===== config.mk =====
export PLATFORM = sky130hd
export DESIGN_NAME = clk_gen_cfg_seq
export DESIGN_NICKNAME = d
export VERILOG_FILES = /design/src/rtl/clk_gen_cfg_pkg.sv /design/src/rtl/clk_gen_cfg_seq_timer.sv /design/src/rtl/clk_gen_cfg_seq.sv
export SDC_FILE = /design/constraint.sdc
export NUM_CORES = 1
export LEC_CHECK = 0
export CAP_MARGIN = 0
export CORE_ASPECT_RATIO = 0.9
export CORE_MARGIN = 2
export CORE_UTILIZATION = 53
export CTS_CLUSTER_SIZE = 20
export DETAILED_ROUTE_END_ITERATION = 6
export PLACE_DENSITY = 0.91
export SLEW_MARGIN = 20
export SYNTH_ARGS = -nofsm -noshare
export SYNTH_HDL_FRONTEND = slang
export SYNTH_HIERARCHICAL = 1
export SYNTH_SLANG_ARGS = --single-unit

===== constraint.sdc =====
create_clock -name clk_i -period 6.8 [get_ports clk_i]
set_clock_uncertainty 0.05 [all_clocks]
set_input_delay 1.36 -clock clk_i [delete_from_list [all_inputs] [get_ports clk_i]]
set_output_delay 1.36 -clock clk_i [all_outputs]
set_load 0.02 [all_outputs]

===== src/rtl/clk_gen_cfg_pkg.sv =====
// -----------------------------------------------------------------------------
// clk_gen_cfg_pkg
// Purpose : shared types and constants for the clk_gen_ds configuration
//           sequencer (clk_gen_cfg_seq and its dwell timer).
// Contents: clk_gen_sel_width_gp - width of the clock-generator select value
//           cfg_timer_width_gp   - width of the dwell timer
//           cfg_state_e          - sequencer FSM states
// -----------------------------------------------------------------------------
package clk_gen_cfg_pkg;

  localparam int unsigned clk_gen_sel_width_gp = 8;
  localparam int unsigned cfg_timer_width_gp   = 8;

  // IDLE/RUN accept configurations; the three middle states are timed.
  typedef enum logic [2:0] {
    ST_IDLE   = 3'd0,
    ST_CG_RST = 3'd1,
    ST_DS_RST = 3'd2,
    ST_SETTLE = 3'd3,
    ST_RUN    = 3'd4
  } cfg_state_e;

endpackage : clk_gen_cfg_pkg


===== src/rtl/clk_gen_cfg_seq_timer.sv =====
// -----------------------------------------------------------------------------
// clk_gen_cfg_seq_timer
// Purpose : loadable down-counter that paces the dwell time of each timed
//           sequencer state. Saturates at zero instead of wrapping.
// Ports   : i_clk      - clock
//           i_reset    - synchronous active-high reset (count -> 0)
//           i_load     - load i_load_val this edge (wins over counting)
//           i_load_val - value to load
//           o_count    - current count
//           o_zero     - count is zero
// -----------------------------------------------------------------------------
module clk_gen_cfg_seq_timer
  import clk_gen_cfg_pkg::*;
(
  input  logic                          i_clk,
  input  logic                          i_reset,
  input  logic                          i_load,
  input  logic [cfg_timer_width_gp-1:0] i_load_val,
  output logic [cfg_timer_width_gp-1:0] o_count,
  output logic                          o_zero
);

  logic [cfg_timer_width_gp-1:0] r_count;
  logic                          w_zero;

  assign w_zero = (r_count == '0);

  // Count down every cycle, holding at zero so the value never wraps.
  always_ff @(posedge i_clk) begin
    if (i_reset) begin
      r_count <= '0;
    end else if (i_load) begin
      r_count <= i_load_val;
    end else if (!w_zero) begin
      r_count <= r_count - cfg_timer_width_gp'(1);
    end
  end

  assign o_count = r_count;
  assign o_zero  = w_zero;

endmodule : clk_gen_cfg_seq_timer


===== src/rtl/clk_gen_cfg_seq.sv =====
// -----------------------------------------------------------------------------
// clk_gen_cfg_seq
// Purpose : accepts a clock-generator select value and walks clk_gen_ds
//           through its reset sequence: generator reset, downsampler reset,
//           quiet settle time, then reports lock.
// Ports   : clk_i       - clock
//           reset_i     - synchronous active-high reset
//           cfg_data_i  - requested select value
//           cfg_v_i     - cfg_data_i valid
//           cfg_ready_o - new configuration accepted (IDLE/RUN decode)
//           select_o    - select value to clk_gen_ds
//           clk_reset_o - clk_gen_ds generator reset
//           ds_reset_o  - clk_gen_ds downsampler reset
//           locked_o    - select_o has completed the full sequence
// Options : CLK_GEN_CFG_SEQ_SKIP_SAME_EN - a configuration in RUN equal to the
//           current select value is consumed without re-running the sequence.
// -----------------------------------------------------------------------------
module clk_gen_cfg_seq
  import clk_gen_cfg_pkg::*;
#(
  parameter int unsigned cg_reset_cycles_p = 5,
  parameter int unsigned ds_reset_cycles_p = 10,
  parameter int unsigned settle_cycles_p   = 25
)(
  input  logic                            clk_i,
  input  logic                            reset_i,
  input  logic [clk_gen_sel_width_gp-1:0] cfg_data_i,
  input  logic                            cfg_v_i,
  output logic                            cfg_ready_o,
  output logic [clk_gen_sel_width_gp-1:0] select_o,
  output logic                            clk_reset_o,
  output logic                            ds_reset_o,
  output logic                            locked_o
);

  localparam int unsigned TW = cfg_timer_width_gp;
  localparam logic [TW-1:0] CG_LOAD = TW'(cg_reset_cycles_p);
  localparam logic [TW-1:0] DS_LOAD = TW'(ds_reset_cycles_p);
  localparam logic [TW-1:0] ST_LOAD = TW'(settle_cycles_p);

  cfg_state_e                      r_state;
  cfg_state_e                      w_state_nxt;
  logic [clk_gen_sel_width_gp-1:0] r_select;
  logic [clk_gen_sel_width_gp-1:0] w_select_nxt;
  logic                            r_clk_reset;
  logic                            r_ds_reset;
  logic                            r_locked;
  logic                            w_ready;
  logic                            w_hs;
  logic                            w_load;
  logic [TW-1:0]                   w_load_val;
  logic [TW-1:0]                   w_count;
  logic                            w_zero;
  logic                            w_last;

  // Dwell timer for the three timed states.
  clk_gen_cfg_seq_timer u_timer (
    .i_clk      (clk_i),
    .i_reset    (reset_i),
    .i_load     (w_load),
    .i_load_val (w_load_val),
    .o_count    (w_count),
    .o_zero     (w_zero)
  );

  assign w_ready = (r_state == ST_IDLE) || (r_state == ST_RUN);
  assign w_hs    = cfg_v_i && w_ready;
  // Timer loaded with N is on its last cycle at 1, giving exactly N cycles.
  assign w_last  = (w_count == TW'(1));

  // Next-state, next-select and timer-load decode.
  always_comb begin
    w_state_nxt  = r_state;
    w_select_nxt = r_select;
    w_load       = 1'b0;
    w_load_val   = '0;
    case (r_state)
      ST_IDLE, ST_RUN: begin
        if (w_hs) begin
          w_state_nxt  = ST_CG_RST;
          w_select_nxt = cfg_data_i;
          w_load       = 1'b1;
          w_load_val   = CG_LOAD;
`ifdef CLK_GEN_CFG_SEQ_SKIP_SAME_EN
          // Same value while locked: consume the request, keep running.
          if ((r_state == ST_RUN) && (cfg_data_i == r_select)) begin
            w_state_nxt  = ST_RUN;
            w_select_nxt = r_select;
            w_load       = 1'b0;
            w_load_val   = '0;
          end
`endif
        end
      end
      ST_CG_RST: begin
        if (w_zero) begin
          w_state_nxt = ST_IDLE;      // unreachable recovery: timed state with no time left
        end else if (w_last) begin
          w_state_nxt = ST_DS_RST;
          w_load      = 1'b1;
          w_load_val  = DS_LOAD;
        end
      end
      ST_DS_RST: begin
        if (w_zero) begin
          w_state_nxt = ST_IDLE;
        end else if (w_last) begin
          w_state_nxt = ST_SETTLE;
          w_load      = 1'b1;
          w_load_val  = ST_LOAD;
        end
      end
      ST_SETTLE: begin
        if (w_zero) begin
          w_state_nxt = ST_IDLE;
        end else if (w_last) begin
          w_state_nxt = ST_RUN;       // timer runs 1 -> 0 on this exit
        end
      end
      default: begin
        w_state_nxt = ST_IDLE;
      end
    endcase
  end

  // State and registered outputs, decoded from the next state.
  always_ff @(posedge clk_i) begin
    if (reset_i) begin
      r_state     <= ST_IDLE;
      r_select    <= '0;
      r_clk_reset <= 1'b1;
      r_ds_reset  <= 1'b1;
      r_locked    <= 1'b0;
    end else begin
      r_state     <= w_state_nxt;
      r_select    <= w_select_nxt;
      r_clk_reset <= (w_state_nxt == ST_IDLE) || (w_state_nxt == ST_CG_RST);
      r_ds_reset  <= (w_state_nxt == ST_IDLE) || (w_state_nxt == ST_CG_RST) ||
                     (w_state_nxt == ST_DS_RST);
      r_locked    <= (w_state_nxt == ST_RUN);
    end
  end

  assign cfg_ready_o = w_ready;
  assign select_o    = r_select;
  assign clk_reset_o = r_clk_reset;
  assign ds_reset_o  = r_ds_reset;
  assign locked_o    = r_locked;

endmodule : clk_gen_cfg_seq


==> results of run 1 <==
## where the power goes
part	internal, W	switching [W]	total [W]
Clock	0.0000327	0.0000406	0.0000733
Combinational	0.0000958	0.000112	0.000208
Sequential	0.000152	0.0000357	0.000188
## synthesized netlist by cell type (all sizes together)
cell    count  area, µm²
a21oi      10      50.05
a221o       1      10.01
a221oi      1      8.760
a31oi       2      12.51
a32o        1      10.01
a32oi       1      16.27
and4bb      1      12.51
buf         2      18.77
clkbuf      4      16.26
clkinv      1      8.760
conb        1      3.750
dfxtp      22      440.4
ha          1      12.51
inv         5      18.77
mux2i       2      20.02
nand2      22      82.58
nand2b      4      25.02
nand3       5      25.02
nor2        8      30.03
nor2b       2      12.51
nor3        5      30.03
nor3b       4      30.03
nor4        1      21.27
nor4b       2      32.53
o21a        1      7.510
o21ai       3      15.01
o221ai      1      8.760
o311a       2      20.02
o31ai       1      7.510
o32ai       2      17.52
or2         2      12.51
or3         4      25.02
or3b        1      11.26
or4b        1      10.01
xnor2       3      26.28
xor2        1      8.760
## layout by cell type, fill, tap and decap left out, drive strengths merged, types with 2 or more instances in the layout
cell and count:
a21oi 10, or3 4, o32ai 2, o21ai 3, dfxtp 22, o311a 2
conb 3, nor3 5, nand2 22, nand2b 4, nor2 8, inv 5
nor3b 4, a31oi 2, clkbuf 4, or2 2, nor2b 2, nand3 5
xnor2 3, mux2i 2, nor4b 2, clkdlybuf4s50 22
## flip-flops by register name, indices dropped and copies added (netlist names)
name             cells
ds_reset_o           1
r_state              3
u_timer/o_count      8
locked_o             1
clk_reset_o          1
select_o             8
## layer usage
| metal | routed length (µm) | vias to the layer above | track usage (%) |
|---|---|---|---|
| li1 | - | 506 | - |
| met1 | 1075 | 482 | 26.45 |
| met2 | 1230 | 46 | 37.50 |
| met5 | 0 | - | 0 |
| met4 | 0 | 0 | 7.692 |
| met3 | 191 | 0 | 7.813 |
## through the flow
step	instances	cell area [µm²]	worst slack (ps)	hold slack (ps)	power, W
floorplan	132	1126	3831	436.5	0.0003451
finish	177	1379	3590	412.4	0.0004687
global placement	173	1343	3384	397.3	0.0003853
global route	177	1379	3318	435.3	0.0004983
CTS	177	1379	3643	417.7	0.0004674
detailed placement	173	1343	3327	399.6	0.0003922
## worst paths after layout
check | end | slack (ps) | depth (start not counted)
worst max-delay path | u_timer/o_count[7]$_SDFFE_PP0P_ | 3590 | 11
worst max register to register | u_timer/o_count[7]$_SDFFE_PP0P_ | 3590 | 11
worst min-delay path | select_o[7]$_SDFFE_PP0P_ | 410 | 2
worst min register to register | select_o[7]$_SDFFE_PP0P_ | 410 | 2
## worst register-to-register path, stage by stage, from the launching register on
cell,delay (ps)
dfxtp_1,360
inv_1,80
ha_1,270
or4b_1,480
nor2_1,420
nor2_1,110
nand3_1,160
a21oi_1,80
or2_2,390
or2_2,370
nor3b_1,220
a221o_1,180
## final cells by class
type                            instances  area share, %
Timing Repair Buffer                   22          15.97
Tap cell                               25          2.269
Clock buffer                            4          2.632
Multi-Input combinational cell         98          45.19
Sequential cell                        22          31.94
Inverter                                6          1.996
## logic make-up (layout without fill, tap and decap cells)
| logic type | Yosys count | in the layout | share of synthesized area, % |
|---|---|---|---|
| other | 1 | 3 | 0.3352 |
| AO/OA/AOI/OAI | 26 | 26 | 16.44 |
| AND/OR/NAND/NOR | 62 | 62 | 32.21 |
| flip-flops | 22 | 22 | 39.37 |
| buffers and inverters | 12 | 32 | 5.593 |
| multiplexers | 2 | 2 | 1.790 |
| XOR/XNOR | 4 | 4 | 3.133 |
| adder cells (fa/ha/maj) | 1 | 1 | 1.118 |
==> run metrics, run 1 <==
initial antenna violation count 0; vias in the first global route 932; GRT Overall Usage 22.08%; largest vdd supply drop 0.2111 mV; total of max-cap violations 0; worst r2r src u_timer/o_count[1]$_SDFFE_PP0P_; Vias 1034; Post-layout nets 165; crit end category register; Final Critical Period 3210 ps; DR vias/cell 5.842; total CTS buffers 3; Rows 15; CP startpoint kind register; Cells after Synth 130; status completed; Seq. cell area 440.4 µm²; clk_lat worst skew 310 ps; violation count after the first detailed-route iteration 20; CP top delay family simple AND/OR/NAND/NOR gates; clock root buffer clkbuf_4; Yosys Warn Count 6; crit path DAT 3430 ps; Avg WL per Cell 14.11 µm; pwr dens 339.9 nW/µm²; Total Wirelength 2498 µm; post-CTS setup buffers 0; Setup crit start u_timer/o_count[1]$_SDFFE_PP0P_; Rel. slew slack 47.33%; post-synth cell types 40; hold path startpoint select_o[7]$_SDFFE_PP0P_; fmax 0.3115 GHz; Lkg Pwr 0.5072 nW; final antenna-violating net count 0; Buffers & Inverters on Critical Path 1; antenna cells 0; Port Buf Inserts 22; syn avg cell area 8.604 µm²; Hold WC Path Type register to register; Post-DP HPWL 1803 µm; IO Count 23; area of the multi-input gates 623.1 µm²; RSZ-0062 raised after global routing false; Remaining Overflow, GRT 0; cell area after synthesis 1119 µm²; Placer Congestion 0.9163; Crit path required time 7020 ps; Die X 52.43 µm; Die Y 47.59 µm; slowest cell on the critical path or4b_1; DRC Markers 0; DRT Pass-1 Iters 4; crit-path max cell delay 480 ps; clock tree buffer depth 2; largest net degree at the start of global routing 23; count of pins over their slew limit 0; first-pass GRT wire length 4008 µm; crit share post-route 47.21%; Final Hold Fails 0; CTS resizes 0; Syn-to-layout area delta 23.27%; Crit Path Category register to register; final core occ 70.64%; layout cells sized above 1 8.553%; critical-path maximum fanout 12; setup TNS 0 ps; crit-path cells inv_1 > ha_1 > or4b_1 > nor2_1 > nor2_1 > nand3_1 > a21oi_1 > or2_2 > or2_2 > nor3b_1 > a221o_1; Layout fillers 162; Yosys reg bits 22; Reg clk slew, reported paths 120 ps; CTS HTree Levels 1; final setup fails 0; core area 1952 µm²; cts hold-fix bufs 0; Starting Density 57.31%; die footprint 2495 µm²; Worst-Margin Slew 787.6 ps; CTS tree yes; TritonCTS sink count 22; sequential-to-total area share from yosys stat 39.37%
Power figures use the tool's default switching activity.
==> run 2: changes to the inputs <==
CORE_UTILIZATION = 49   (was 53)
PLACE_DENSITY = 0.86   (was 0.91)
clock period = 3.2 ns   (was 6.8 ns; I/O delays follow)
==> run 2 against run 1 <==
  * First-iteration DRC count increased by 70%
  * Power rose by 110%
  * Utilization fell by 6.7 points
  * Critical path type unchanged
  * Worst hold slack got worse by 2.4 ps
==> run metrics, run 2 (same netlist as run 1, synthesis figures left out) <==
status completed; Rel. slew slack 55.32% (+8.0 points); CP startpoint kind register; Hold WC Path Type register to register; Crit path required time 3340 ps (-3680 ps); Die X 54.37 µm (+3.7%); largest vdd supply drop 0.3652 mV (+73%); crit path DAT 2990 ps (-440 ps); Pwr Total 0.0009726 W (+110%); Total Wirelength 2361 µm (-5.5%); Worst R2R End u_timer/o_count[2]$_SDFFE_PP0P_; hold path startpoint select_o[2]$_SDFFE_PP0P_; violation count after the first detailed-route iteration 34 (+70%); core area 2162 µm² (+11%); Crit Path Category register to register; Vias 1019 (-1.5%); commonest cells after routing, fill and taps aside nand2_1 (22), dfxtp_1 (22), clkdlybuf4s50_1 (22); IO Count 23 (unchanged); Post-layout nets 167 (+1.2%); Die Y 49.33 µm (+3.7%); Avg WL per Cell 13.12 µm (-7.1%); Port Buf Inserts 22 (unchanged); Remaining Overflow, GRT 0 (unchanged); final setup fails 0 (unchanged); FF-to-FF setup slack 350 ps (-3240 ps); count of pins over their slew limit 0 (unchanged); layout cells sized above 1 9.150% (+0.60 points); first-pass GRT wire length 3939 µm (-1.7%); setup TNS 0 ps (unchanged); clk_lat worst skew 300 ps (about the same); total CTS buffers 3 (unchanged); Final Hold Fails 0 (unchanged); Layout fillers 180 (+11%); cts hold-fix bufs 0 (unchanged); Min Hold Slack 410.0 ps (-2.398 ps); die footprint 2682 µm² (+7.5%); CTS resizes 0 (unchanged); Syn-to-layout area delta 23.60%; Reg clk slew, reported paths 110 ps (about the same); initial antenna violation count 0 (unchanged); Rows 16 (+1); worst setup margin 350.1 ps (-3239 ps); largest net degree at the start of global routing 16 (-30%); GRT Overall Usage 19.64% (-2.4 points); total of max-cap violations 0 (unchanged); Worst Reg-to-Reg Cells 10 (-1); critical-path maximum fanout 12 (unchanged); final antenna-violating net count 0 (unchanged); Worst-Margin Slew 660.9 ps (-126.7 ps); post-CTS setup buffers 0 (unchanged); CTS tree yes; DR vias/cell 5.661 (-3.1%); Post-DP HPWL 1784 µm (-1.0%); worst r2r src u_timer/o_count[1]$_SDFFE_PP0P_; Setup crit start u_timer/o_count[1]$_SDFFE_PP0P_; TritonCTS sink count 22 (unchanged); Final Critical Period 2850 ps (-360.5 ps); clock root buffer clkbuf_4; vias in the first global route 956 (+2.6%); CTS HTree Levels 1 (unchanged); crit end category register; RSZ-0062 raised after global routing false; clock tree buffer depth 2 (unchanged); Starting Density 51.74% (-5.6 points); Lkg Pwr 0.5100 nW (+0.55%); Placer Congestion 0.9099 (-0.70%); DRC Markers 0 (unchanged); pwr dens 703.5 nW/µm² (+110%); fmax 0.3509 GHz (+13%); Setup WS pre-CTS 412.4 ps (-2914 ps); antenna cells 0 (unchanged); DRT Pass-1 Iters 4 (unchanged); crit share post-route 89.06% (+42 points); CP endpoint u_timer/o_count[2]$_SDFFE_PP0P_
[run 2: power breakdown]
group          internal [W]  switching, W  total, W
sequential         0.000323     0.0000731  0.000396
clock             0.0000439     0.0000780  0.000122
combinational      0.000214      0.000241  0.000454
total              0.000581      0.000392  0.000973
[run 2: critical path, stage by stage (launching register included)]
cell,delay (ps)
dfxtp_1,360
inv_1,90
ha_1,240
or4b_1,490
nor2_1,160
nor2_1,70
nand3_1,130
a21oi_1,70
or2_2,380
or2_2,360
o32ai_1,340
[run 2: final cells by class]
| class | count | area [µm²] | area share (%) |
|---|---|---|---|
| Timing Repair Buffer | 24 | 235.2 | 17.01 |
| Sequential cell | 22 | 440.4 | 31.86 |
| Clock buffer | 3 | 22.52 | 1.629 |
| Tap cell | 27 | 33.78 | 2.443 |
| Multi-Input combinational cell | 98 | 623.1 | 45.07 |
| Inverter | 6 | 27.53 | 1.991 |
[run 2: how the worst min path moves through the flow]
stage,end,depth (start not counted)
finish,select_o[2]$_SDFFE_PP0P_,2
global route,select_o[0]$_SDFFE_PP0P_,2
CTS,select_o[2]$_SDFFE_PP0P_,2
detailed placement,select_o[2]$_SDFFE_PP0P_,2
global placement,select_o[6]$_SDFFE_PP0P_,2
floorplan,ds_reset_o$_SDFF_PP1_,1
[run 2: through the flow]
step | instances | area (µm²) | util [%]
floorplan | 132 | 1126 | -
global route | 180 | 1383 | 63.95
finish | 180 | 1383 | 63.95
global placement | 177 | 1360 | 62.91
CTS | 180 | 1383 | 63.95
detailed placement | 177 | 1360 | 62.91
[run 2: layer usage]
layer  vias up  global-route usage, %  part of all wire, %
li1        505                      -                    -
met1       466                  23.36                   46
met2        44                  33.33                   45
met3         4                  5.215                  7.8
met4         0                  6.250                  1.1
met5         -                      0                    0
